File: config.mk
export PLATFORM = sky130hd
export DESIGN_NAME = fb_write_ctrl
export DESIGN_NICKNAME = d
export VERILOG_FILES = /design/src/rtl/fb_write_ctrl.sv
export SDC_FILE = /design/constraint.sdc
export NUM_CORES = 1
export LEC_CHECK = 0
export BUFFER_PORTS_ARGS = -buffer_cell sky130_fd_sc_hd__buf_4
export CORE_ASPECT_RATIO = 1.75
export CORE_MARGIN = 1
export CORE_UTILIZATION = 47
export CTS_CLUSTER_DIAMETER = 200
export CTS_CLUSTER_SIZE = 12
export DETAILED_ROUTE_END_ITERATION = 16
export PLACE_DENSITY_LB_ADDON = 0.25
export SLEW_MARGIN = 20
export SYNTH_ARGS = -nofsm -noshare
export SYNTH_HDL_FRONTEND = slang
export SYNTH_SLANG_ARGS = --single-unit
File: constraint.sdc
create_clock -name clk_clk -period 3.3 [get_ports clk_clk]
set_input_delay 0.165 -clock clk_clk [delete_from_list [all_inputs] [get_ports clk_clk]]
set_output_delay 0.165 -clock clk_clk [all_outputs]
set_load 0.02 [all_outputs]
File: src/rtl/fb_write_ctrl.sv
// fb_write_ctrl: PIO toggle handshakes to framebuffer writes and bank swaps.
// Back-bank clear sweep is built only when FBWC_CLEAR_EN is defined.
module fb_write_ctrl #(
    parameter int ADDR_W = 12,
    parameter int DATA_W = 24
) (
    input  logic              clk_clk,
    input  logic              reset_reset,
    input  logic [ADDR_W-1:0] wr_addr,
    input  logic [DATA_W-1:0] wr_data,
    input  logic [7:0]        wr_out_flags,
    output logic [7:0]        wr_in_flags,
    input  logic              frame_end,
    output logic              fb_we,
    output logic [ADDR_W:0]   fb_addr,
    output logic [DATA_W-1:0] fb_wdata,
    output logic              front_bank,
    output logic              busy
);

    typedef enum logic [2:0] {
        IDLE      = 3'd0,
        WRITE     = 3'd1,
        ACK_WR    = 3'd2,
`ifdef FBWC_CLEAR_EN
        CLEAR     = 3'd3,
`endif
        SWAP_WAIT = 3'd4
    } state_t;

    state_t state_q, state_d;

    logic [2:0]        ack_q, ack_d;
    logic              front_q, front_d;
    logic              busy_q, busy_d;
    logic              we_q, we_d;
    logic [ADDR_W:0]   addr_q, addr_d;
    logic [DATA_W-1:0] wdata_q, wdata_d;

    logic [2:0] pend;
    logic       gnt_wr;
    logic       gnt_swap;
    logic       unused_flags;

    assign pend   = wr_out_flags[2:0] ^ ack_q;
    assign gnt_wr = pend[0];

`ifdef FBWC_CLEAR_EN
    logic [ADDR_W-1:0] cnt_q, cnt_d;
    logic              gnt_clr;

    assign gnt_clr      = pend[2] & ~pend[0];
    assign gnt_swap     = pend[1] & ~pend[0] & ~pend[2];
    assign unused_flags = ^wr_out_flags[7:3];
`else
    assign gnt_swap     = pend[1] & ~pend[0];
    assign unused_flags = ^{wr_out_flags[7:3], pend[2]};
`endif

    // Next-state, handshake and write-port sequencing
    always_comb begin
        state_d = state_q;
        ack_d   = ack_q;
        front_d = front_q;
        addr_d  = addr_q;
        wdata_d = wdata_q;
`ifdef FBWC_CLEAR_EN
        cnt_d   = cnt_q;
`endif
        unique case (state_q)
            IDLE: begin
                unique case (1'b1)
                    gnt_wr: begin
                        state_d = WRITE;
                        addr_d  = {~front_q, wr_addr};
                        wdata_d = wr_data;
                    end
`ifdef FBWC_CLEAR_EN
                    gnt_clr: begin
                        state_d = CLEAR;
                        cnt_d   = '0;
                        addr_d  = {~front_q, {ADDR_W{1'b0}}};
                        wdata_d = wr_data;
                    end
`endif
                    gnt_swap: begin
                        state_d = SWAP_WAIT;
                    end
                    default: ;
                endcase
            end
            WRITE: begin
                ack_d[0] = ~ack_q[0];
                state_d  = ACK_WR;
            end
            ACK_WR: begin
                state_d = IDLE;
            end
`ifdef FBWC_CLEAR_EN
            CLEAR: begin
                if (cnt_q == '1) begin
                    ack_d[2] = ~ack_q[2];
                    state_d  = IDLE;
                end else begin
                    cnt_d  = cnt_q + ADDR_W'(1);
                    addr_d = {~front_q, cnt_d};
                end
            end
`endif
            SWAP_WAIT: begin
                if (frame_end) begin
                    front_d  = ~front_q;
                    ack_d[1] = ~ack_q[1];
                    state_d  = IDLE;
                end
            end
            default: begin
                state_d = IDLE;
            end
        endcase

        busy_d = (state_d != IDLE);
`ifdef FBWC_CLEAR_EN
        we_d   = (state_d == WRITE) || (state_d == CLEAR);
`else
        we_d   = (state_d == WRITE);
`endif
    end

    // State and registered outputs, synchronous reset
    always_ff @(posedge clk_clk) begin
        if (reset_reset) begin
            state_q <= IDLE;
            ack_q   <= '0;
            front_q <= 1'b0;
            busy_q  <= 1'b0;
            we_q    <= 1'b0;
            addr_q  <= '0;
            wdata_q <= '0;
`ifdef FBWC_CLEAR_EN
            cnt_q   <= '0;
`endif
        end else begin
            state_q <= state_d;
            ack_q   <= ack_d;
            front_q <= front_d;
            busy_q  <= busy_d;
            we_q    <= we_d;
            addr_q  <= addr_d;
            wdata_q <= wdata_d;
`ifdef FBWC_CLEAR_EN
            cnt_q   <= cnt_d;
`endif
        end
    end

    assign fb_we       = we_q;
    assign fb_addr     = addr_q;
    assign fb_wdata    = wdata_q;
    assign front_bank  = front_q;
    assign busy        = busy_q;
    assign wr_in_flags = {3'b000, front_q, busy_q, ack_q};

endmodule

# ---- Word-level counts from Yosys, hierarchy flattened
# Cells that the tools add are included.
dict set report totals {
  reg_bits 45
  latchBits 0
  mem_bits_rw 0
  romBits 0
  in_bits 47
  out_inout_bits 48
  n_memories 0
}
dict set report op_classes {
  add_sub_neg 0
  mul 0
  n_div 0
  n_lt_le_gt_ge 0
  n_eq_ne 3
  shift 0
  n_mux 3
  bitwise 6
  reduce_logical 4
}
# operator count
set ops {}
lappend ops {{case mux 3 bit (3 select lines)} 1}
lappend ops {{equality test 3 x 1 -> 1 bit (second input constant)} 2}
lappend ops {{case mux 3 bit (2 select lines)} 1}
lappend ops {{inverter 1 bit} 4}
lappend ops {{AND reduction 2 bit} 2}
lappend ops {{equality test 3 bit (second input constant)} 1}
lappend ops {{zero test 3 bit} 1}
lappend ops {{2-to-1 mux 3 bit} 1}
lappend ops {{nonzero test 3 bit} 1}
lappend ops {{bitwise XOR 2 bit} 1}
lappend ops {{bitwise AND 1 bit} 1}

# ---- Logic depth before layout (Yosys ltp)
# Gate-level depths: netlist of run 1.
dict set report depth {
  word_depth 6
  mapped_depth 5
}

# ---- Worst setup path after synthesis of run 1
# No wires, ideal clock.
dict set report synth_timing {
  kind {register to register}
  start {reg ack_q[0]}
  end {reg wdata_q[14] (netlist: fb_wdata[14])}
  setup_time_ps 132
  arrival_time_ps 1177
  required_ps 3168
  slack_ps 1991
  stages_incl_launch_ff 6
  period_less_slack_ps 1309
  path_cell_list {dfxtp_1 > xnor2_1 > buf_2 > buf_4 > o21ai_0 > a21oi_1}
}
dict set report synth_via {
  elab_chain_cells 2
}
# item line
set synth_rtl {}
lappend synth_rtl {{start: declaration} 33} ;# logic [2:0] ack_q, ack_d;
lappend synth_rtl {{start signal: assignment} 145} ;# ack_q <= ack_d;
lappend synth_rtl {{bitwise XOR 2 bit} 45} ;# assign pend = wr_out_flags[2:0] ^ ack_q;
lappend synth_rtl {{AND reduction 2 bit (no source line)} n/a}
lappend synth_rtl {{end signal: assignment} 150} ;# wdata_q <= wdata_d;
lappend synth_rtl {{end: declaration} 38} ;# logic [DATA_W-1:0] wdata_q, wdata_d;
# Every way passes these cells.
# A chain may end at the register's enable or synchronous reset.

# ---- Worst setup path in the final report of run 1
dict set report layout_timing {
  start {reg state_q[2]}
  end {reg wdata_q[12] (netlist: fb_wdata[12])}
}
dict set report layout_via {
  elab_chain_cells 2
}
# item line
set layout_rtl {}
lappend layout_rtl {{start: declaration} 31} ;# state_t state_q, state_d;
lappend layout_rtl {{start signal: assignment} 144} ;# state_q <= state_d;
lappend layout_rtl {{zero test 3 bit} 70} ;# unique case (state_q)
lappend layout_rtl {{AND reduction 2 bit (no source line)} n/a}
# Every way passes these cells.

==> results, run 1 <==
- The run finished with clean final reports.
- Routability-driven placement finished with a final weighted congestion of 0.775.
- For the worst setup path, the data arrival time is 2.11 ns.
- Measured along the x axis, the die boundary spans 48.5 µm.
- The delay of the slowest critical-path stage is 0.83 ns.
- In this run the cell area of the synthesized design comes to 1780 µm².
- Once detail routing completed, the nets flagged for antenna violations numbered 0.
- Together, buffers and inverters on the worst path number 1.
- Headroom to the max-slew limit came out at 33.0%.
- The Yosys step of the flow raised 0 warnings.
- The static leakage is 1.06 nW.
- The number of global-route vias before repair is 1,513.
- The number of hold violations in the final report was 0.
- The data required time of the worst path is 3.52 ns.
- Once the clock tree was built, the resizer swapped 0 gates to a different size.
- The register clock-pin slew on the reported worst setup and hold paths is roughly 0.080 ns.
- Once layout is complete, the cells apart from fillers number 321.
- For this run the aggregate overflow at the end of global routing stands at 0.
- The final period demand of the worst path is roughly 1.9 ns.
- The antenna diode instance count is 0.
- The average footprint of a synthesized cell is between 8 and 9 µm².
- Of all cell types, the one taking the most synthesized area is sky130_fd_sc_hd__dfxtp_1.
- Across the VDD grid, the largest voltage drop is around 430 µV.
- The number of different library cells in the post-synthesis netlist is 22.
- The count of hold buffers inserted by post-cts repair is 0.
- Max-cap violations in this run came to 0.
- The net count reported at finish is 321.
- The clock net in this run drives a total of between 40 and 50 sinks.
- The HPWL after detailed placement is 2950 µm.
- The worst setup path is launched from a register.
- Registers take between 900 and 1000 µm².
- STA classifies the critical path endpoint as a register.
- The final setup TNS is 0 ns.
- For this design the ratio of total power to cell area is 722 nW/µm².
- The count of buffers added on input and output ports is 84.
- The number of H-tree branching levels is 2.
- The via count normalized by instance count is 5.24.
- The setup violation total in the final timing report is 0.
- The critical path goes through nor3_4 -> buf_4 -> nand3_1 -> a21oi_1.
- The cell count after placement is between 300 and 400.
- The number of cell rows is 29.
- Based on the critical path, the design can be clocked at up to 527 MHz.
- TritonCTS built the clock tree.
- The post-route netlist has 36.4% of its cells at a drive strength greater than 1.
- The part of the cycle the worst path needs is 57.5%.
- The detailed-route DRC error count is 0.
- After detailed routing, the average wire length per cell comes to 14.3 µm.
- Setup repair after global routing left no endpoint under its margin.
- The number of slew-limit violations in the final report is 0.
- The largest net degree at the start of global routing is 46.
- The global routing usage summed across all routing layers is between 20 and 25%.
- The clock latency of the later-clocked register in the worst-skew pair is 0.29 ns.
- The start-to-end type of the worst setup path is reg -> reg.
- By area the synthesized netlist is led by sky130_fd_sc_hd__dfxtp_1 (51%), sky130_fd_sc_hd__a21oi_1 (11%), sky130_fd_sc_hd__nand3_1 (10%).
- The setup slack at placement is around 1.4 ns.
- Of the total power, combinational logic draws 39.8%.
- The die outline area is 4050 µm².
- The initial DRC count is 42.
- Once placement finished, the instance area stood at 2360 µm².
- Of the total power, the clock network draws 20.4%.
- After routing the design area is 2460 µm².
- The worst setup skew after layout is between 0.004 and 0.005 ns.
- The area share of the largest cell type after synthesis is 50.6%.
- Of all nets on the critical path, the largest fanout is 26.
- Sequential cells were found to cover 50.6% of the synthesized design area.
- The pre-antenna-repair detailed-routing pass consisted of 4 iterations.
- 95 I/O pins were placed.
- The internal power is 1.10 mW.
- The switching power share of the total is a little under two fifths.
- The tree is rooted in a sky130_fd_sc_hd__clkbuf_8.
- After layout, the worst setup slack is 1.40 ns.
- The routed layout has ~1,700 vias.
- The maximum count of clock buffers along a single path is 2.
- The class of the most critical hold timing path is in -> reg.
- Counting the buffers created by CTS gives 5.
- The share of total power in sequential cells is between 30% and 40%.
- The die is 83.5 µm tall.
- In this design, the largest share of critical-path delay is due to simple AND/OR/NAND/NOR gates.
- The area taken by multi-input logic gates is 756 µm².
- The pin slew with the least headroom to its limit is 1.00 ns.
- The first global-routing pass estimated 6800 µm of wire.
- The number of antenna violations at the first check in global routing was 0.
- Relative to the synthesized area, the layout overhead comes to 38.1%.
- The count of filler cells inserted in the layout is 339.
- The area of the placeable core is ~3600 µm².
- The starting utilization of the core area is 49.1%.
- The routed design has between 4000 and 5000 µm of wire.
- The largest individual stage delay along the critical path comes from the cell sky130_fd_sc_hd__nor3_4.
- In this run the power spent charging and discharging nets is 0.672 mW.
- The synthesized design contains 45 register bits.
- Buffers added to address setup during post-CTS repair amount to 0.
- The total power is 1.78 mW.
- The synthesized netlist cell count is between 200 and 250.
[worst register-to-register path, delay by kind of cell (launching register included)]
family | cells | cell delay, ns
AND/OR/NAND/NOR | 2 | 0.93
flip-flops | 1 | 0.36
buffers and inverters | 1 | 0.36
AO/OA/AOI/OAI | 1 | 0.19
[cell usage after synthesis]
cell type                  instances
sky130_fd_sc_hd__buf_6             4
sky130_fd_sc_hd__clkbuf_1          9
sky130_fd_sc_hd__o21ai_1          12
sky130_fd_sc_hd__or3b_2            1
sky130_fd_sc_hd__xnor2_1           3
sky130_fd_sc_hd__buf_2             6
sky130_fd_sc_hd__a31oi_1           2
sky130_fd_sc_hd__or3_4             1
sky130_fd_sc_hd__xor2_1            3
sky130_fd_sc_hd__nor3_2            1
sky130_fd_sc_hd__nor2_1            5
sky130_fd_sc_hd__nand3_1          36
sky130_fd_sc_hd__a311oi_1          1
sky130_fd_sc_hd__o21ai_0          24
sky130_fd_sc_hd__buf_4             8
sky130_fd_sc_hd__dfxtp_1          45
sky130_fd_sc_hd__a21oi_1          38
sky130_fd_sc_hd__conb_1            1
sky130_fd_sc_hd__nor4b_1           1
sky130_fd_sc_hd__and4bb_2          1
sky130_fd_sc_hd__nor3_1            2
sky130_fd_sc_hd__nand2_1           1
[cell families after synthesis]
group / share of synthesized area (%)
buffers and inverters: 9.48
DFF: 50.6
and+or+nand+nor: 14.8
other: 0.210
AOI/OAI and AO/OA: 22.0
xor gates and xnor gates: 2.95
[cell type report]
class                           instances  area share [%]
Sequential cell                        45            36.6
Multi-Input combinational cell        136            30.7
Timing Repair Buffer                   86            26.2
Clock buffer                            7            3.91
Tap cell                               46            2.34
Clock inverter                          1           0.203
[through the flow]
| step | util [%] | hold slack, ns |
|---|---|---|
| finish | 67.8 | 0.129 |
| CTS | 67.8 | 0.123 |
| detailed placement | 65.0 | 0.436 |
| floorplan | - | 0.313 |
| global placement | 65.0 | 0.429 |
| global route | 67.8 | 0.130 |
[layer usage]
metal  up-vias  GRT usage (%)  wire length (µm)
li1        846              -                 -
met1       768           23.2              1800
met2        55           38.8              2440
met3        14           4.55               179
met4         0           11.0               162
met5         -              0                 0
[cells in the final DEF, fill, tap and decap left out, types with 2 or more instances in the layout]
cell                        n
sky130_fd_sc_hd__conb_1     4
sky130_fd_sc_hd__xnor2_1    2
sky130_fd_sc_hd__a31oi_1    2
sky130_fd_sc_hd__nor3_1     2
sky130_fd_sc_hd__buf_4     86
sky130_fd_sc_hd__clkbuf_8   7
sky130_fd_sc_hd__nand3_1   36
sky130_fd_sc_hd__o21ai_0   24
sky130_fd_sc_hd__nor2_1     5
sky130_fd_sc_hd__xor2_1     2
sky130_fd_sc_hd__o21ai_1   12
sky130_fd_sc_hd__dfxtp_1   45
sky130_fd_sc_hd__a21oi_1   38
[power by group through the flow]
stage	registers, mW	clock network (mW)	logic (mW)
final	0.707	0.362	0.708
after floorplan	0.825	0	0.376
after global placement	0.715	0	0.699
after detailed placement	0.720	0	0.706
after CTS	0.708	0.373	0.707
after global routing	0.720	0.390	0.759
[path summary, 6_finish.rpt]
kind	start	endpoint	slack, ns	cells past startpoint
worst min-delay path	wr_data[9]	fb_wdata[9]	0.13	3
worst max register to register	state_q[2]	fb_wdata[12]	1.40	4
worst max-delay path	state_q[2]	fb_wdata[12]	1.40	4
worst min register to register	fb_addr[8]	fb_addr[8]	0.48	2
[registers in the layout, summed over array words and instances, names as in the netlist]
register and flops:
ack_q 2, state_q 3, front_bank 1, fb_we 1, busy 1, fb_addr 13
fb_wdata 24
(Power assumes the default switching activity.)
==> run 2, diff against run 1 <==
Settings changed: CORE_UTILIZATION 47 to 44.
Clock period 3.3 ns to 1.95 ns, I/O delays scaled along.
==> results, run 2 (synthesis gave the netlist of run 1 again) <==
- The total number of vias is 1,726.
- The cell with the largest stage delay on the worst path is sky130_fd_sc_hd__xnor2_2.
- The number of buffers and inverters on the critical path is 1.
- The final setup TNS is 0 ns.
- The highest achievable clock rate is roughly 600 MHz.
- The die is 86.2 µm tall.
- In this run the static leakage power is approximately 1.1 nW.
- The critical path goes through xnor2_2 -> buf_12 -> o21ai_0 -> a21oi_1.
- The via count normalized by instance count is 5.31.
- Summing internal, switching and leakage power gives between 3 and 4 mW.
- The number of primary I/O pins is 95.
- After detailed placement, the design holds a cell count of 318.
- The delay of the slowest critical-path stage is 0.64 ns.
- In this run the standard cell core region covers 3870 µm².
- After layout, the worst path uses 85.1% of the clock period.
- The fraction of final layout cells with drive strength greater than 1 is 36.5%.
- Entering global routing, the biggest net connects 46 pins.
- The number of antenna violations at the first check in global routing is 0.
- In this run the power density over the cells is 1210 nW/µm².
- The final design utilization is roughly 64%.
- The area taken by multi-input logic gates is between 700 and 800 µm².
- In this run the deepest clock path goes through 2 buffers.
- In this run, post-CTS hold repair placed 0 buffers.
- Leaving out fill and tap cells, the most frequent cells in the layout are sky130_fd_sc_hd__buf_4 (88), sky130_fd_sc_hd__dfxtp_1 (45), sky130_fd_sc_hd__a21oi_1 (38).
- The first detailed-routing pass ran for 4 iterations.
- The internal power is approximately 1.9 mW.
- The remaining antenna violation count is 0.
- The headroom to the max-slew limit is between 50% and 60%.
- The number of hold violations in the final report is 0.
- The worst setup path is of the reg -> reg kind.
- The top fanout value on the critical path is 25.
- Of the total power, the share spent switching nets is 38.0%.
- Max-cap violations in this run came to 0.
- The total setup buffers inserted after CTS is 0.
- The number of cell rows is 30.
- Data on the critical path is required at its endpoint by 2.17 ns.
- The number of H-tree branching levels is 2.
- The critical path launch point type is a register.
- The analysis attributes to net switching a power of between 1 and 1.5 mW.
- The data arrival at the endpoint of the critical path is 1.88 ns.
- The maximum ir drop on the vdd rail is 741 µV.
- The count of buffers from port buffering is 84.
- STA classifies the critical path endpoint as a register.
- The post-detailed-route wirelength per cell is 13.7 µm.
- The sequential cell area in the final layout is 901 µm².
- The number of clock buffers inserted by TritonCTS is 5.
- Setup violations remaining at the end of the flow were counted as 0.
- Setup repair after global routing left no endpoint under its margin.
- At the pin with the least slew margin, the transition time is 0.728 ns.
- The count of filler cells inserted in the layout is 359.
- The total routed wirelength is 4440 µm.
- The number of gates resized after CTS was 0.
- Leaving out fill and tap cells, the most frequent cell in the layout is sky130_fd_sc_hd__buf_4.
- Global routing finished with a remaining overflow of 0.
- The part of the total power dissipated in the clock network is 19.3%.
- The final RePlAce weighted congestion is 0.748.
- The HPWL after detailed placement is 2900 µm.
- The growth of design area from synthesis to finish is 39.4%.
- The non-filler instance count after layout is 325.
- The register clock-pin slew on the reported worst setup and hold paths is 0.08 ns.
- The number of global-route vias before repair is 1,496.
- The antenna diode instance count is 0.
- The clock root buffer master is sky130_fd_sc_hd__clkbuf_8.
- The initial DRC count is 30.
- For this run, the total global-route usage over all layers was measured as 20.9%.
- The overall die width is 50.1 µm.
- The starting utilization of the core area is 46.1%.
- The kind of cell with the highest combined delay on the critical path is XOR/XNOR gates.
- Counting every sink on the clock net gives 45.
- The first-pass GRT wire length is roughly 6900 µm.
- The flow ran to the end, and the final reports show no timing, DRC or antenna violations.
- For this run, the post-layout net count is about 320.
- TritonCTS built the clock tree.
- For this run, design rule violations remaining after detail routing come to 0.
- The final period demand of the worst path is 1.66 ns.
- The flip-flop count of the largest register, all copies and words added is 24.
- Of the total power, combinational logic draws around two fifths.
- The path class of the tightest hold or removal check is in -> reg.
- The clock arrives with 0.00432 ns of skew.
- The floorplan step defined a die boundary enclosing about 4300 µm².
- The number of slew-limit violations in the final report was 0.
- Sequential cells account for between 30% and 40% of the total power.
- Clock latency on the worst-skew pair, taken at its later pin, is between 0.2 and 0.3 ns.
-- run 2: changes by cell type in the layout (fill, tap and decap cells not counted), sizes merged --
| cell | change |
|---|---|
| buf | +3 |
| clkinv | -1 |
-- run 2: per-layer routing --
layer,wire length (µm),global-route usage (%),vias to the layer above
li1,-,-,854
met1,1780,23.9,812
met2,2370,36.2,53
met3,208,4.39,7
met4,79,10.1,0
met5,0,0,-
-- run 2: layout make-up --
type | instances | area share [%]
tap | 48 | 2.42
sequential | 45 | 36.3
timing repair buffer | 89 | 27.4
multi-input combinational | 136 | 30.4
clock buffer | 7 | 3.48
-- run 2: through the flow --
stage                     cell area (µm²)  worst slack, ns  hold WS (ns)
after global routing                 2480            0.162        0.0559
final                                2480            0.291        0.0584
after global placement               2400            0.352         0.361
after CTS                            2480            0.290        0.0499
after detailed placement             2400            0.316         0.369
after floorplan                      1790            0.641         0.245
-- run 2: worst paths after layout --
kind                     from          end  slack, ns  cells after the start
setup / recovery     ack_q[0]   fb_addr[7]       0.29                      4
hold / removal     wr_data[0]  fb_wdata[0]       0.06                      3
setup reg to reg     ack_q[0]   fb_addr[7]       0.29                      4
hold reg to reg   fb_wdata[0]  fb_wdata[0]       0.48                      2
-- run 2: worst reg2reg max path: cells and delay by family (launching register included) --
kind / cells / cell delay (ns)
flip-flops: 1 / 0.42
buffers and inverters: 1 / 0.25
XOR/XNOR: 1 / 0.64
AO/OA/AOI/OAI: 2 / 0.27
-- run 2: power by group through the flow --
stage | Combinational (mW) | Sequential (mW) | Clock, mW
floorplan | 0.636 | 1.40 | 0
global placement | 1.23 | 1.21 | 0
detailed placement | 1.25 | 1.21 | 0
CTS | 1.25 | 1.19 | 0.597
global route | 1.35 | 1.21 | 0.631
finish | 1.24 | 1.19 | 0.581
==> run 3, diff against run 2 <==
Settings changed: BUFFER_PORTS_ARGS -buffer_cell sky130_fd_sc_hd__buf_4 to default, CORE_UTILIZATION 44 to 55, DONT_BUFFER_PORTS from default to 1.
==> results, run 3 (synthesis gave the netlist of run 1 again) <==
- The initial DRC count is slightly below 50.
- The first-pass GRT wire length is 6760 µm.
- The final RePlAce weighted congestion is 0.678.
- The flip-flop count of the largest register, all copies and words added is 24.
- The clock latency of the later-clocked register in the worst-skew pair is around 0.29 ns.
- The area growth from synthesis to layout is 27.3%.
- The maximum ir drop on the vdd rail is 942 µV.
- The number of antenna violations at the first check in global routing is 0.
- For this design the static power due to leakage is roughly 0.82 nW.
- The maximum count of clock buffers along a single path is 2.
- The delay of the slowest critical-path stage is ~0.54 ns.
- 95 I/O pins were placed.
- Input and output buffers added on the ports amount to 0.
- The highest achievable clock rate is around 540 MHz.
- The top fanout value on the critical path is 12.
- The count of nets left with antenna violations once routing finished came out at 0.
- The kind of end point of the critical path is a register.
- The number of global-route vias before repair is 1,491.
- The routed design could run at a clock period as short as 1.84 ns.
- After detailed routing, the number of vias per cell comes to just under 6.
- The number of clock buffers inserted by TritonCTS is 5.
- The residual overflow from global routing is 0.
- The kind of cell with the highest combined delay on the critical path is buffers and inverters.
- The count of filler cells inserted in the layout is 243.
- The critical path goes through xor2_4 -> buf_4 -> nand3_1 -> a21oi_1 -> dlygate4sd3_1.
- The total routed wirelength is 4780 µm.
- STA classifies the critical path startpoint as a register.
- The placed instances occupy a cell area of between 1500 and 2000 µm².
- After detailed routing, the number of remaining DRC violations is 0.
- The number of slew-limit violations in the final report is 0.
- The run finished with clean final reports.
- Counting every sink on the clock net gives 45.
- The HPWL after detailed placement is 2510 µm.
- For this block, the via count after detailed routing is around 1,600.
- The start-to-end type of the worst setup path is reg -> reg.
- Leaving out fill and tap cells, the most frequent cells in the layout are sky130_fd_sc_hd__dfxtp_1 (44), sky130_fd_sc_hd__a21oi_1 (38), sky130_fd_sc_hd__nand3_1 (36), sky130_fd_sc_hd__dlygate4sd3_1 (36), sky130_fd_sc_hd__o21ai_0 (24).
- The number of hold violations in the final report is 0.
- The die outline area is 3480 µm².
- After floorplanning, the core was divided into 27 placement rows.
- Together, buffers and inverters on the worst path number 2.
- After layout, the worst path uses 94.3% of the clock period.
- On the final layout, the worst clock skew is 0.00523 ns.
- The H-tree was split into 2 levels.
- The post-layout instance area is 2270 µm².
- The power density over cell area is 1250 nW/µm².
- From bottom edge to top edge, the die measures about 77 µm.
- The tightest min-delay check is of the in -> reg type.
- The region available for standard cell placement spans 3110 µm².
- The cell with the largest stage delay on the worst path is sky130_fd_sc_hd__dlygate4sd3_1.
- The overall die width is 45.0 µm.
- Summed over all failing endpoints, the final setup total negative slack is 0 ns.
- Across the run, the number of max-cap violations was 0.
- Setup repair after global routing left no endpoint under its margin.
- The global routing usage summed across all routing layers is 26.6%.
- The data required time of the worst path is around 2.2 ns.
- Clock-pin slew was measured on the worst setup and hold paths at 0.08 ns.
- The clock root buffer master is sky130_fd_sc_hd__clkbuf_8.
- The antenna diode instance count is 0.
- Leaving out fill and tap cells, the most frequent cell in the layout is sky130_fd_sc_hd__dfxtp_1.
- The CTS tree is done.
- The largest net degree at the start of global routing is 46.
- The data arrival at the endpoint of the critical path is around 2.1 ns.
- Of the cells placed in the final design, the portion with a size suffix greater than 1 is under 10%.
- The post-detailed-route wirelength per cell is 17.2 µm.
- Cells fill 73.0% of the core in the end.
- Setup violations remaining at the end of the flow were counted as 0.
- The starting utilization of the core area is between 50% and 60%.
- For this run, the detailed router's first-pass iteration total came to 6.
- The net count reported at finish is 280.
run 3: cell type report:
cell class                 count  area (µm²)  area share (%)
clock buffer                   8        80.1            3.53
multi-input combinational    137         774            34.1
sequential                    45         902            39.8
tap                           43        53.8            2.37
timing repair buffer          44         458            20.2
run 3: metal layers:
layer	up-vias	global-route usage, %	share of wire [%]
li1	771	-	-
met4	0	11.2	2.2
met5	-	0	0
met3	10	9.18	6.5
met1	780	26.5	38
met2	67	46.8	54
run 3: path summary, 6_finish.rpt:
check,start,endpoint,slack [ns],cells past startpoint
worst min register to register,fb_addr[4],fb_addr[4],0.58,2
worst max-delay path,ack_q[0],fb_addr[7],0.11,5
worst min-delay path,wr_out_flags[1],busy,0.06,3
worst max register to register,ack_q[0],fb_addr[7],0.11,5
run 3: timing repair:
item                       4_1_cts  5_1_grt
setup buffers                    0        2
hold buffers                    37        0
gates resized for setup          0        3
hold endpoints to repair        45        0
setup endpoints to repair        0        1
run 3: metrics by stage:
stage / hold slack, ns / power [mW] / std cells / setup slack [ns]
after floorplan: 0.245 / 2.03 / 208 / 0.641
after global placement: 0.171 / 2.10 / 229 / 0.546
after detailed placement: 0.172 / 2.15 / 229 / 0.447
after CTS: 0.0617 / 2.76 / 274 / 0.0443
after global routing: 0.0749 / 2.99 / 277 / 0.0114
final: 0.0584 / 2.83 / 277 / 0.111
run 3: power breakdown:
part	switching, mW	internal, mW	leakage, nW	total [mW]
Sequential	0.334	1.09	0.370	1.43
Clock	0.291	0.255	0.0395	0.546
Combinational	0.507	0.351	0.410	0.858
run 3: worst reg2reg max path, stage by stage, from the launching register on:
cell and delay, ns:
sky130_fd_sc_hd__dfxtp_2 0.45, sky130_fd_sc_hd__xor2_4 0.32, sky130_fd_sc_hd__buf_4 0.25, sky130_fd_sc_hd__nand3_1 0.11, sky130_fd_sc_hd__a21oi_1 0.12, sky130_fd_sc_hd__dlygate4sd3_1 0.54
